[src/rtl/mem_stage.sv]
// Memory access pipeline stage.
// Issues at most one data-memory request per load/store instruction and holds
// the pipeline until that request completes. Misaligned or illegal accesses are
// dropped and flagged. Every other instruction passes its result straight to
// the MEM->WB register.
module mem_stage (
   input  logic        clk,
   input  logic        rst_n,
   input  logic [31:0] ex_alu_result,
   input  logic [31:0] ex_write_data,
   input  logic        ex_mem_read,
   input  logic        ex_mem_write,
   input  logic        ex_reg_write,
   input  logic [4:0]  ex_rd,
   input  logic [2:0]  ex_funct3,
   output logic        dm_req,
   output logic        dm_we,
   output logic [31:0] dm_addr,
   output logic [31:0] dm_wdata,
   output logic [3:0]  dm_be,
   input  logic        dm_ack,
   input  logic [31:0] dm_rdata,
   output logic        stall_mem,
   output logic [31:0] bp_mem,
   output logic [31:0] wb_result,
   output logic [4:0]  wb_rd,
   output logic        wb_reg_write,
   output logic        misalign_err
);

   typedef enum logic {S_IDLE = 1'b0, S_BUSY = 1'b1} state_t;

   state_t      r_state;
   state_t      w_state_nxt;

   // Fields captured when the access is accepted. They stay stable for the whole BUSY phase.
   logic [31:0] r_addr;
   logic [31:0] r_wdata;
   logic [2:0]  r_funct3;
   logic [4:0]  r_rd;
   logic        r_reg_write;
   logic        r_is_load;

   logic        w_access;
   logic        w_is_load;
   logic        w_size_ok;
   logic        w_align_ok;
   logic        w_legal;
   logic        w_fire;
   logic        w_bad;
   logic        w_done;

   // Replicate the store operand across the lanes so that any byte lane carries the data.
   function automatic logic [31:0] f_store_data(input logic [2:0] f3, input logic [31:0] d);
      case (f3[1:0])
         2'b00:   f_store_data = {4{d[7:0]}};
         2'b01:   f_store_data = {2{d[15:0]}};
         default: f_store_data = d;
      endcase
   endfunction

   // Build the byte enables for a store from its size and address lane.
   function automatic logic [3:0] f_store_be(input logic [2:0] f3, input logic [1:0] lane);
      case (f3[1:0])
         2'b00:   f_store_be = 4'b0001 << lane;
         2'b01:   f_store_be = 4'b0011 << lane;
         default: f_store_be = 4'b1111;
      endcase
   endfunction

   // Extract the addressed byte or halfword from the read word, then sign- or zero-extend it.
   function automatic logic [31:0] f_load_fmt(input logic [2:0] f3, input logic [1:0] lane,
                                              input logic [31:0] rd);
      logic [31:0] sh;
      sh = rd >> {lane, 3'b000};
      case (f3)
         3'b000:  f_load_fmt = {{24{sh[7]}}, sh[7:0]};
         3'b001:  f_load_fmt = {{16{sh[15]}}, sh[15:0]};
         3'b100:  f_load_fmt = {24'h0, sh[7:0]};
         3'b101:  f_load_fmt = {16'h0, sh[15:0]};
         default: f_load_fmt = rd;
      endcase
   endfunction

   // Classify the instruction in EX: whether it is an access, and whether that access is legal.
   always_comb begin
      w_access  = ex_mem_read | ex_mem_write;
      w_is_load = ex_mem_read;
      if (w_is_load)
         w_size_ok = (ex_funct3 == 3'b000) || (ex_funct3 == 3'b001) || (ex_funct3 == 3'b010) ||
                     (ex_funct3 == 3'b100) || (ex_funct3 == 3'b101);
      else
         w_size_ok = (ex_funct3 == 3'b000) || (ex_funct3 == 3'b001) || (ex_funct3 == 3'b010);
      case (ex_funct3[1:0])
         2'b01:   w_align_ok = ~ex_alu_result[0];
         2'b10:   w_align_ok = (ex_alu_result[1:0] == 2'b00);
         default: w_align_ok = 1'b1;
      endcase
      w_legal = w_size_ok & w_align_ok;
      w_fire  = (r_state == S_IDLE) & w_access & w_legal;
      w_bad   = (r_state == S_IDLE) & w_access & ~w_legal;
      w_done  = (r_state == S_BUSY) & dm_ack;
   end

   // State register.
   always_ff @(posedge clk or negedge rst_n) begin
      if (!rst_n) r_state <= S_IDLE;
      else        r_state <= w_state_nxt;
   end

   // Next state: accept a legal access in IDLE, and return to IDLE on acknowledge.
   always_comb begin
      w_state_nxt = r_state;
      case (r_state)
         S_IDLE:  if (w_fire) w_state_nxt = S_BUSY;
         S_BUSY:  if (dm_ack) w_state_nxt = S_IDLE;
         default: w_state_nxt = S_IDLE;
      endcase
   end

   // Capture the request fields only when an access is accepted. They are never re-sampled while BUSY.
   always_ff @(posedge clk or negedge rst_n) begin
      if (!rst_n) begin
         r_addr      <= 32'h0;
         r_wdata     <= 32'h0;
         r_funct3    <= 3'h0;
         r_rd        <= 5'h0;
         r_reg_write <= 1'b0;
         r_is_load   <= 1'b0;
      end else if (w_fire) begin
         r_addr      <= ex_alu_result;
         r_wdata     <= ex_write_data;
         r_funct3    <= ex_funct3;
         r_rd        <= ex_rd;
         r_reg_write <= ex_reg_write;
         r_is_load   <= w_is_load;
      end
   end

   // MEM->WB payload and the one-cycle misalignment flag.
   always_ff @(posedge clk or negedge rst_n) begin
      if (!rst_n) begin
         wb_result    <= 32'h0;
         wb_rd        <= 5'h0;
         wb_reg_write <= 1'b0;
         misalign_err <= 1'b0;
      end else begin
         misalign_err <= w_bad;
         if (r_state == S_IDLE) begin
            if (!w_access) begin
               wb_result    <= ex_alu_result;
               wb_rd        <= ex_rd;
               wb_reg_write <= ex_reg_write;
            end else begin
               wb_reg_write <= 1'b0;
            end
         end else if (w_done) begin
            if (r_is_load) begin
               wb_result    <= f_load_fmt(r_funct3, r_addr[1:0], dm_rdata);
               wb_rd        <= r_rd;
               wb_reg_write <= r_reg_write;
            end else begin
               wb_reg_write <= 1'b0;
            end
         end else begin
            wb_reg_write <= 1'b0;
         end
      end
   end

   // Memory request and stall outputs. Reset masks the stall even while EX presents an access.
   always_comb begin
      dm_req    = (r_state == S_BUSY);
      dm_we     = dm_req & ~r_is_load;
      dm_addr   = {r_addr[31:2], 2'b00};
      dm_wdata  = r_is_load ? 32'h0 : f_store_data(r_funct3, r_wdata);
      dm_be     = 4'b0000;
      if (dm_req) dm_be = r_is_load ? 4'b1111 : f_store_be(r_funct3, r_addr[1:0]);
      stall_mem = rst_n & ((r_state == S_IDLE) ? w_fire : ~dm_ack);
      bp_mem    = ex_alu_result;
   end

endmodule

[config.mk]
export PLATFORM = sky130hd
export DESIGN_NAME = mem_stage
export DESIGN_NICKNAME = d
export VERILOG_FILES = /design/src/rtl/mem_stage.sv
export SDC_FILE = /design/constraint.sdc
export NUM_CORES = 1
export LEC_CHECK = 0
export ABC_AREA = 1
export ABC_CLOCK_PERIOD_IN_PS = 2750
export CAP_MARGIN = 20
export CORE_ASPECT_RATIO = 1.25
export CORE_MARGIN = 2
export CORE_UTILIZATION = 40
export CTS_BUF_LIST = sky130_fd_sc_hd__clkbuf_8
export CTS_CLUSTER_SIZE = 8
export DETAILED_ROUTE_END_ITERATION = 7
export DONT_BUFFER_PORTS = 1
export GPL_TIMING_DRIVEN = 0
export MAX_ROUTING_LAYER = met4
export PLACE_DENSITY = 0.65
export SLEW_MARGIN = 10
export SYNTH_ARGS = -nofsm -noshare
export SYNTH_HDL_FRONTEND = slang
export SYNTH_SLANG_ARGS = --single-unit
[constraint.sdc]
create_clock -name clk -period 2.75 [get_ports clk]
set_clock_uncertainty 0.15 [all_clocks]
set_input_delay 0.4125 -clock clk [delete_from_list [all_inputs] [get_ports clk]]
set_output_delay 0.4125 -clock clk [all_outputs]
set_load 0.02 [all_outputs]
After elaboration in Yosys (flattened, before gate mapping)
Cells that the tools add are included.

storage, ports and cells
  register bits after elaboration = 114
  output and inout port bits = 142
  input bits = 110

operators by class
  shifts and indexed selects = 3
  equality and inequality tests = 13
  reductions and logical operators = 9
  bitwise logic cells = 13
  multiplexer cells = 24

operators with widths
  operator             count
  $mux 32              5
  $pmux 32 s4          1
  $pmux 32 s2          1
  $shr 32x5->16        1
  $mux 5               4
  $eq 3x3->1 const B   4
  $mux 1               8
  $mux 4               2
  $pmux 4 s2           1
  $and 1x1->1          7
  $eq 3x1->1 const B   2
  $logic_not 3->1      2
  $not 1->1            5
  $eq 2x1->1 const B   2
  $logic_not 2->1      2
  $logic_or 1x1->1     4
  $ne 2x1->1 const B   2
  $pmux 1 s2           2
  $shl 1x2->4 const A  1
  $shl 2x2->4 const A  1
  $eq 3x2->1 const B   1
  $reduce_and 3->1     1
  $eq 2x2->1 const B   1
  $ne 2x2->1 const B   1
  $or 1x1->1           1

Longest topological paths before layout
Gate-level depths: netlist (run 1).

  depth in word-level cells = 10
  gate-level depth with buffers = 11
  gate-level depth less buffers = 9

Least setup slack after synthesis (run 1)
OpenSTA, ideal clock, no wires.

  kind = input port to output port
  from = in ex_funct3[0]
  to = out stall_mem
  slack = 212 ps
  path buffers = 2
  stages on the path = 7
  arrival = 1976 ps
  cell sequence = inv_1 ha_1 a22oi_1 nand3_2 buf_2 buf_2 a21boi_0

on the way
  cells in the longest elaborated chain, start to end = 10
  elaborated cells on any way between the ends = 17

ends and longest elaborated chain
  what                                           line    RTL
  from (decl)                                    15      input logic [2:0] ex_funct3,
  $eq 3x1->1 or $logic_not 3->1 (tied branches)  90, 93
  $logic_or 1x1->1 (2 in a row)                  90, 93
  $logic_or 1x1->1                               90      w_size_ok = (ex_funct3 == 3'b000) || (ex_funct3 == 3'b001) || (ex_funct3 == 3'b010) ||
  $logic_or 1x1->1                               91      (ex_funct3 == 3'b100) || (ex_funct3 == 3'b101);
  $mux 1                                         89      if (w_is_load)
  $and 1x1->1 *                                  99      w_legal = w_size_ok & w_align_ok;
  $and 1x1->1 *                                  100     w_fire = (r_state == S_IDLE) & w_access & w_legal;
  $mux 1 *                                       179     stall_mem = rst_n & ((r_state == S_IDLE) ? w_fire : ~dm_ack);
  $and 1x1->1 *                                  179
  to (decl)                                      23      output logic stall_mem,

Mark *: on every way between the ends. The rest lies on a longest branch, timed or not.

Final worst setup path (run 1)
  from = reg r_funct3[1]
  to = out dm_wdata[16]

on the way
  cells in the longest elaborated chain, start to end = 3
  elaborated cells on any way between the ends = 4

ends and longest elaborated chain
  what                                           line  RTL
  from (decl)                                    39    logic [2:0] r_funct3;
  from (signal assigned)                         133   r_funct3 <= ex_funct3;
  $eq 2x1->1 or $logic_not 2->1 (tied branches)  55    case (f3[1:0])
  $pmux 32 s2 *                                  55
  $mux 32 *                                      176   dm_wdata = r_is_load ? 32'h0 : f_store_data(r_funct3, r_wdata);
  to (decl)                                      19    output logic [31:0] dm_wdata,

Marked as above.

==> results of run 1 <==
==> worst paths after layout <==
| path | startpoint | slack (ns) | endpoint |
|---|---|---|---|
| min reg2reg | r_wdata[16] | 0.33 | r_wdata[16] |
| max | r_funct3[1] | 0.11 | dm_wdata[16] |
| min | rst_n | -0.49 | r_addr[25] |
| max reg2reg | dm_req | 0.51 | wb_result[21] |
| min in group clk | ex_alu_result[19] | 0.03 | r_addr[19] |
| max in group asynchronous | rst_n | 2.60 | dm_req |
==> power by group <==
group	internal, W	switching [W]
clock	0.000819	0.000738
sequential	0.00226	0.000725
combinational	0.00101	0.00216
total	0.00409	0.00362
==> registers in the layout, summed over array words and instances (netlist names) <==
name and flops:
r_addr 32, r_wdata 32, wb_result 32, r_rd 5, wb_rd 5, r_funct3 3
dm_req 1, misalign_err 1, r_is_load 1, r_reg_write 1, wb_reg_write 1
==> cell families after synthesis <==
kind of cell    synth area share, %
simple gates                   19.7
compound gates                 17.9
buf+inv                        17.1
flops                          44.7
fa+ha+maj                     0.589
other cells                  0.0588
==> routing by layer <==
metal,up-vias,track usage (%)
li1,2896,-
met5,-,-
met1,2868,29.7
met3,22,7.35
met2,253,46.9
met4,0,7.59
==> layout make-up <==
class / instances / area, um^2 / share of cell area (%)
timing repair buffer: 72 / 716 / 9.12
multi-input combinational: 548 / 2530 / 32.3
inverter: 100 / 375 / 4.78
buffer: 114 / 718 / 9.15
clock buffer: 18 / 248 / 3.16
clock inverter: 13 / 139 / 1.77
tap: 212 / 265 / 3.38
sequential: 114 / 2850 / 36.4
==> stage by stage <==
| step | util [%] | instances |
|---|---|---|
| 3_3_place_gp | 42.7 | 1089 |
| 5_1_grt | 50.4 | 1191 |
| 6_report | 50.4 | 1191 |
| 3_5_place_dp | 42.7 | 1089 |
| 4_1_cts | 50.0 | 1189 |
| 2_1_floorplan | - | 877 |
==> layout by cell type, fill, tap and decap left out, types with 5 or more instances in the layout <==
cell	n
o22ai_1	15
clkbuf_8	18
nand2_1	227
dfrtp_1	113
clkinvlp_4	5
buf_2	25
a31oi_1	5
dlygate4sd3_1	70
o21ai_1	17
clkbuf_1	19
nand3_1	23
buf_4	67
a21oi_2	10
o21ai_0	98
nor2_1	53
a21oi_1	72
nor2_2	16
inv_1	96
==> timing repair <==
action,4_1_cts,5_1_grt
setup buffers,0,2
gates resized for setup,18,24
endpoints found under the setup margin,30,19
pin swaps,0,3
hold endpoints to repair,188,114
==> impl_metrics.py, run 1 <==
metrics = {
    "clock_tree": {
        "cts_hold_buf": 70,
        "clock_latency_ns": 0.44,
        "numCtsBuffers": 17,
        "cts_sinks": 114,
        "root_buffer": "clkbuf_8",
        "clkTransAtPathRegs_ns": 0.07,
        "tritoncts": "built",
        "htree_levels": 4,
        "clock_path_buffers": 2,
    },
    "power": {
        "finalPower_w": 0.00771,
        "p_per_area_nw_per_um2": 982,
        "p_leak_nw": 3.97,
        "ir_worst_vdd_uv": 527,
    },
    "die": {
        "start_util_pct": 41.0,
        "die_h_um": 145,
        "die-area_um2": 17000,
        "coreArea_um2": 15600,
        "chipWidth_um": 117,
        "ios": 252,
        "num_rows": 51,
    },
    "timing": {
        "fin_crit_ns": 2.64,
        "fin_ws_ns": 0.107,
        "finalCritPeriodShare_pct": 96.1,
        "slew_headroom_pct": 51.0,
        "whs_ns": -0.488,
        "worstMarginPinSlew_ns": 0.735,
        "finalSetupViolations": 0,
        "clock.fmax_mhz": 378,
        "finalMaxSlewViolations": 0,
        "setup_tns_ns": 0,
        "final_hold_viol_count": 114,
    },
    "synth": {
        "avgSynthCellArea_um2": 7.28,
        "ys_seq_elements": 114,
        "synth_common_cells": "nand2_1 (227), dfrtp_1 (114), o21ai_0 (103)",
        "synthCells": 876,
        "ys_types": 25,
        "synth_edf_count": 0,
        "synth_top_area_share_pct": 44.7,
        "synth-seq-area-share_pct": 44.7,
        "synthArstFlopShare_pct": 100,
        "yosys-top-cells-area": "dfrtp_1 (45%), nand2_1 (13%), o21ai_0 (8.1%), buf_4 (7.7%), a21oi_1 (6.4%)",
        "ys_warn_count": 0,
        "synth_ff_type": "dfrtp_1",
        "synth_top_area_cell": "dfrtp_1",
        "synth.cell_area_um2": 6380,
        "yosysMostFrequentCell": "nand2_1",
    },
    "global_route": {
        "track_usage_pct": 26.9,
        "grt_start_max_net_pins": 116,
        "overflow": 0,
        "grt_antenna_before_repair": 0,
        "grt_pass1_vias": 6109,
        "grt_pass1_wl_um": 33500,
    },
    "routing": {
        "route.met3.wl_um": 1930,
        "top_layer_used": "met4",
        "vias_per_cell": 5.07,
        "wire_per_inst_um": 18.5,
        "route.met2.wl_um": 11500,
        "drt_iter0_drc": 384,
        "m1WireLength_um": 8320,
        "first_pass_iters": 5,
        "vias": 6039,
        "drt_wl_total_um": 22100,
        "ant_nets": 0,
        "drt_drc_violations_left": 0,
    },
    "cells_and_area": {
        "fin_nets": 1080,
        "drive_gt1_share_pct": 16.8,
        "syn2layout_area_growth_pct": 23.1,
        "fillers": 1627,
        "n_antenna_cell": 0,
        "final_area_um2": 7850,
    },
    "setup_path": {
        "crit_chain": "buf_2, inv_1, buf_2, buf_2, o21ai_0, a21oi_2",
        "slowest_delay_ns": 0.36,
        "start_kind": "flop",
        "cp.required_ns": 2.19,
        "end_kind": "primary output",
        "r2r_cells": 7,
        "cp_slowest_cell": "dfrtp_1",
        "cp_num_cells": 6,
        "crit_path_max_fanout": 10,
        "arrival_ns": 2.08,
        "critPathBufInv": 4,
        "crit_top_cell": "buf_2",
        "crit_family": "buffers and inverters",
        "critical_path_class": "reg2out",
    },
    "outcome": {
        "violations": "negative hold slack",
        "outcome": "finished, violations left",
    },
    "placement": {
        "dp_hpwl_um": 15900,
        "io_buffers": 0,
        "placed_cell_area_um2": 6650,
        "place_congestion": 0.960,
        "place_worst_setup_slack_ns": -0.185,
    },
    "hold_path": {
        "hold_class": "in2async",
    },
    "run": {
        "drv_cap": 0,
    },
}
Note: power is estimated with default switching activity, not from simulation.
==> run 2, diff against run 1 <==
--- a/config.mk
+++ b/config.mk
@@ -6,7 +6,7 @@
 export NUM_CORES = 1
 export LEC_CHECK = 0
 export ABC_AREA = 1
-export ABC_CLOCK_PERIOD_IN_PS = 2750
+export ABC_CLOCK_PERIOD_IN_PS = 2500
 export CAP_MARGIN = 20
 export CORE_ASPECT_RATIO = 1.25
 export CORE_MARGIN = 2
==> constraint.sdc (replaced) <==
create_clock -name clk -period 2.5 [get_ports clk]
set_clock_uncertainty 0.15 [all_clocks]
set_input_delay 0.375 -clock clk [delete_from_list [all_inputs] [get_ports clk]]
set_output_delay 0.375 -clock clk [all_outputs]
set_load 0.02 [all_outputs]
==> run 2 against run 1 <==
Compared with the run above:
- the run still ends with negative hold slack left
- register-to-register slack worse by 0.25 ns
- global-route usage is 0.52 points higher
- routed wire length is 1.6% higher
- design area is 3.2% higher
- setup slack worse by 0.015 ns
==> impl_metrics.py, run 2 (synthesis gave the netlist of run 1 again) <==
metrics = {
    "setup_path": {
        "worstReg2RegStart": "dm_req",
        "regToRegSetupSlack_ns": 0.26,
        "end_kind": "primary output",
        "crit_path_max_fanout": 10,
        "cp_num_cells": 6,
        "cp_slowest_cell": "dfrtp_1",
        "critPathCapture": "dm_wdata[16]",
        "r2r_cells": 7,
        "arrival_ns": 1.88,
        "critical_path_class": "reg2out",
        "slowest_delay_ns": 0.36,
        "crit_family": "buffers and inverters",
        "critPathBufInv": 4,
        "start_kind": "flop",
        "worstReg2RegEnd": "wb_result[21]",
        "startpoint": "r_funct3[1]",
        "cp.required_ns": 1.98,
        "crit_chain": "buf_2, inv_2, buf_6, buf_4, o21ai_0, a21oi_2",
    },
    "outcome": {
        "outcome": "finished, violations left",
        "violations": "negative hold slack",
    },
    "global_route": {
        "grt_pass1_wl_um": 34200,
        "grt_antenna_before_repair": 0,
        "grt_start_max_net_pins": 116,
        "grt_pass1_vias": 6346,
        "track_usage_pct": 27.4,
        "overflow": 0,
    },
    "timing": {
        "worstMarginPinSlew_ns": 0.743,
        "finalSetupViolations": 0,
        "finalCritPeriodShare_pct": 96.3,
        "finalMaxSlewViolations": 0,
        "rsz0062_at_grt": "no",
        "whs_ns": -0.529,
        "clock.fmax_mhz": 415,
        "fin_crit_ns": 2.41,
        "slew_headroom_pct": 50.4,
        "final_hold_viol_count": 114,
    },
    "die": {
        "ios": 252,
        "num_rows": 51,
        "die-area_um2": 17000,
        "start_util_pct": 41.0,
        "coreArea_um2": 15600,
        "chipWidth_um": 117,
        "die_h_um": 145,
    },
    "run": {
        "drv_cap": 0,
    },
    "cells_and_area": {
        "reg_top3": "r_addr x32, r_wdata x32, wb_result x32",
        "final_common_cell": "nand2_1",
        "drive_gt1_share_pct": 17.5,
        "final_cell_mix": "nand2_1 (225), dfrtp_1 (111), o21ai_0 (96)",
        "instances_no_fill": 1208,
        "fin_nets": 1097,
        "n_antenna_cell": 0,
        "syn2layout_area_growth_pct": 27.0,
    },
    "clock_tree": {
        "numCtsBuffers": 17,
        "clock_latency_ns": 0.44,
        "cts_setup_buffers": 0,
        "root_buffer": "clkbuf_8",
        "clock_path_buffers": 2,
        "clkTransAtPathRegs_ns": 0.07,
        "cts_hold_buf": 91,
        "htree_levels": 4,
        "cts_sinks": 114,
        "tritoncts": "built",
    },
    "routing": {
        "vias_per_cell": 5.09,
        "first_pass_iters": 4,
        "drt_drc_violations_left": 0,
        "drt_wl_total_um": 22400,
        "ant_nets": 0,
        "drt_iter0_drc": 398,
        "vias": 6149,
        "wire_per_inst_um": 18.6,
    },
    "hold_path": {
        "hold_class": "in2async",
    },
    "placement": {
        "place_congestion": 0.960,
        "io_buffers": 0,
        "dp.cells": 1089,
        "dp_hpwl_um": 15900,
    },
    "power": {
        "p_leak_nw": 4.07,
        "p_per_area_nw_per_um2": 1060,
        "ir_worst_vdd_uv": 630,
    },
}
[run 2: power by group]
group	internal (W)	total [W]	switching [W]	leakage, nW
Sequential	0.00249	0.00329	0.000806	1.38
Combinational	0.00117	0.00358	0.00241	2.51
Clock	0.000901	0.00172	0.000820	0.183
[run 2: worst min path at each step]
stage / from / endpoint / slack [ns] / cells after the start
2_1_floorplan: rst_n / dm_req / -0.07 / 0
3_3_place_gp: rst_n / r_addr[25] / -0.07 / 0
4_1_cts: rst_n / r_addr[25] / -0.56 / 0
6_report: rst_n / r_addr[0] / -0.53 / 0
3_5_place_dp: rst_n / r_addr[25] / -0.07 / 0
5_1_grt: rst_n / r_addr[25] / -0.55 / 0
[run 2: layout make-up]
cell class                 instances  area [um^2]
buffer                           112          738
clock buffer                      18          248
clock inverter                    13          139
fill                            1597         7470
inverter                         100          375
multi-input combinational        548         2570
sequential                       114         2860
tap                              212          265
timing repair buffer              91          911
[run 2: layer usage]
metal / wire length [um] / global-route usage (%)
met4: 409 / 8.24
met5: 0 / -
met2: 11700 / 48.1
met1: 8400 / 30.0
met3: 1890 / 7.18
[run 2: through the flow]
step / setup WS (ns) / total power, W / setup TNS, ns / area, um^2 / util [%]
2_1_floorplan: 0.0367 / 0.00572 / 0 / 6380 / -
3_3_place_gp: -0.363 / 0.00647 / -0.363 / 6650 / 42.7
3_5_place_dp: -0.360 / 0.00652 / -0.360 / 6650 / 42.7
4_1_cts: -0.123 / 0.00851 / -0.968 / 8050 / 51.7
5_1_grt: 0.00554 / 0.00913 / 0 / 8100 / 52.0
6_report: 0.0913 / 0.00859 / 0 / 8100 / 52.0
[run 2: what timing repair did]
action                                 in CTS  in global routing
endpoints found under the hold margin     218                114
pin swaps                                   3                 12
setup endpoints to repair                  30                 29
resized for setup                          39                 34
[run 2: worst register-to-register path, delay by kind of cell, from the launching register on]
kind            cells  cell delay, ns
compound gates      1            0.13
buf+inv             3            1.12
flops               1            0.45
simple gates        3            0.33
==> run 3, diff against run 2 <==
--- a/config.mk
+++ b/config.mk
@@ -8,8 +8,8 @@
 export ABC_AREA = 1
 export ABC_CLOCK_PERIOD_IN_PS = 2500
 export CAP_MARGIN = 20
-export CORE_ASPECT_RATIO = 1.25
-export CORE_MARGIN = 2
+export CORE_ASPECT_RATIO = 1.5
+export CORE_MARGIN = 4
 export CORE_UTILIZATION = 40
 export CTS_BUF_LIST = sky130_fd_sc_hd__clkbuf_8
 export CTS_CLUSTER_SIZE = 8
==> run 3 against run 2 <==
Compared with the run above:
- the flow still finishes with violations (negative hold slack)
- utilization shrank 0.93 points
- sequential power hardly changed
- global-route usage down 1.9 points
- critical endpoint is now dm_wdata[8]
- largest cell class unchanged
==> impl_metrics.py, run 3 (synthesis gave the netlist of run 1 again) <==
metrics = {
    "die": {
        "die_h_um": 163,
        "coreArea_um2": 15600,
        "die-area_um2": 18100,
        "start_util_pct": 40.8,
        "num_rows": 56,
        "ios": 252,
        "chipWidth_um": 111,
    },
    "global_route": {
        "grt_pass1_wl_um": 34700,
        "grt_pass1_vias": 6345,
        "grt_antenna_before_repair": 0,
        "overflow": 0,
        "grt_start_max_net_pins": 116,
        "track_usage_pct": 25.6,
    },
    "setup_path": {
        "arrival_ns": 1.95,
        "start_kind": "flop",
        "worstReg2RegEnd": "wb_result[13]",
        "cp.required_ns": 1.98,
        "worstReg2RegStart": "dm_req",
        "critical_path_class": "reg2out",
        "cp_num_cells": 5,
        "end_kind": "primary output",
        "crit_path_max_fanout": 10,
        "slowest_delay_ns": 0.46,
        "crit_family": "flip-flops",
        "cp_slowest_cell": "dfrtp_1",
        "r2r_cells": 7,
        "critPathBufInv": 2,
        "critPathCapture": "dm_wdata[8]",
        "regToRegSetupSlack_ns": 0.32,
        "crit_chain": "inv_2, nand2_1, buf_4, o21ai_1, nor2_2",
        "startpoint": "r_funct3[0]",
    },
    "power": {
        "p_clk_share_pct": 21.4,
        "p_comb_share_pct": 40.6,
        "p_per_area_nw_per_um2": 1090,
        "pwr-share-seq_pct": 38.0,
        "power.switching_w": 0.00402,
        "swShare_pct": 46.3,
        "ir_worst_vdd_uv": 601,
        "p_int_w": 0.00467,
        "p_leak_nw": 4.04,
    },
    "routing": {
        "wire_per_inst_um": 19.2,
        "vias_per_cell": 5.18,
        "drt_iter0_drc": 316,
        "drt_wl_total_um": 22800,
        "first_pass_iters": 5,
        "ant_nets": 0,
        "vias": 6150,
        "drt_drc_violations_left": 0,
    },
    "cells_and_area": {
        "syn2layout_area_growth_pct": 25.2,
        "final_cell_mix": "nand2_1 (227), dfrtp_1 (113), inv_1 (97)",
        "final_common_cell": "nand2_1",
        "utilization_pct": 51.1,
        "reg_top3": "r_addr x32, r_wdata x32, wb_result x32",
        "fin_nets": 1087,
        "n_antenna_cell": 0,
        "drive_gt1_share_pct": 17.1,
        "instances_no_fill": 1188,
    },
    "placement": {
        "io_buffers": 0,
        "dp_hpwl_um": 16600,
        "place_congestion": 0.914,
        "dp.cells": 1080,
    },
    "clock_tree": {
        "cts_hold_buf": 76,
        "clock_path_buffers": 2,
        "htree_levels": 4,
        "tritoncts": "built",
        "clkTransAtPathRegs_ns": 0.08,
        "cts_sinks": 114,
        "clock_latency_ns": 0.44,
        "root_buffer": "clkbuf_8",
        "numCtsBuffers": 17,
    },
    "timing": {
        "fin_crit_ns": 2.48,
        "slew_headroom_pct": 49.8,
        "finalCritPeriodShare_pct": 99.1,
        "finalSetupViolations": 0,
        "clock.fmax_mhz": 404,
        "rsz0062_at_grt": "yes",
        "whs_ns": -0.526,
        "finalMaxSlewViolations": 0,
        "final_hold_viol_count": 114,
        "worstMarginPinSlew_ns": 0.753,
    },
    "hold_path": {
        "hold_class": "in2async",
    },
    "run": {
        "drv_cap": 0,
    },
    "outcome": {
        "outcome": "finished, violations left",
        "violations": "negative hold slack",
    },
}
## run 3: layout make-up
type	instances	area, um^2
buffer	113	738
clock buffer	20	275
clock inverter	10	135
fill	1539	7640
inverter	100	375
multi-input combinational	548	2560
sequential	114	2850
tap	203	254
timing repair buffer	80	791
## run 3: worst min path at each step
stage                     cells past startpoint          to   from  slack, ns
after floorplan                               0      dm_req  rst_n      -0.07
final                                         0  r_addr[15]  rst_n      -0.53
after detailed placement                      0    wb_rd[0]  rst_n      -0.07
after CTS                                     0   r_addr[9]  rst_n      -0.54
after global routing                          0  r_addr[14]  rst_n      -0.54
after global placement                        0   r_addr[9]  rst_n      -0.07
## run 3: what timing repair did
item / 4_1_cts / 5_1_grt
setup buffers: 0 / 4
pin swaps: 2 / 3
hold endpoints to repair: 202 / 114
setup endpoints to repair: 30 / 30
resized for setup: 53 / 7
## run 3: metal layers
metal  track usage [%]  vias to the layer above  wire, um
met5                 -                        -         0
met4              9.13                        0       660
met3              6.06                       48      1910
met2              45.9                      298     12200
met1              27.6                     2894      8090
li1                  -                     2910         -
## run 3: per-stage QoR
stage | instance area, um^2 | setup slack, ns | total power [W] | setup TNS (ns)
detailed placement | 6640 | -0.323 | 0.00654 | -0.323
floorplan | 6380 | 0.0367 | 0.00572 | 0
CTS | 7950 | -0.00677 | 0.00867 | -0.0139
finish | 7980 | 0.0224 | 0.00869 | 0
global route | 7980 | -0.0631 | 0.00921 | -0.686
global placement | 6640 | -0.316 | 0.00648 | -0.316
## run 3: power groups by stage
stage	clock network [W]	logic, W	registers, W
after floorplan	0	0.00259	0.00314
after global placement	0	0.00317	0.00331
after detailed placement	0	0.00322	0.00332
after CTS	0.00187	0.00350	0.00330
after global routing	0.00196	0.00388	0.00337
final	0.00186	0.00353	0.00330
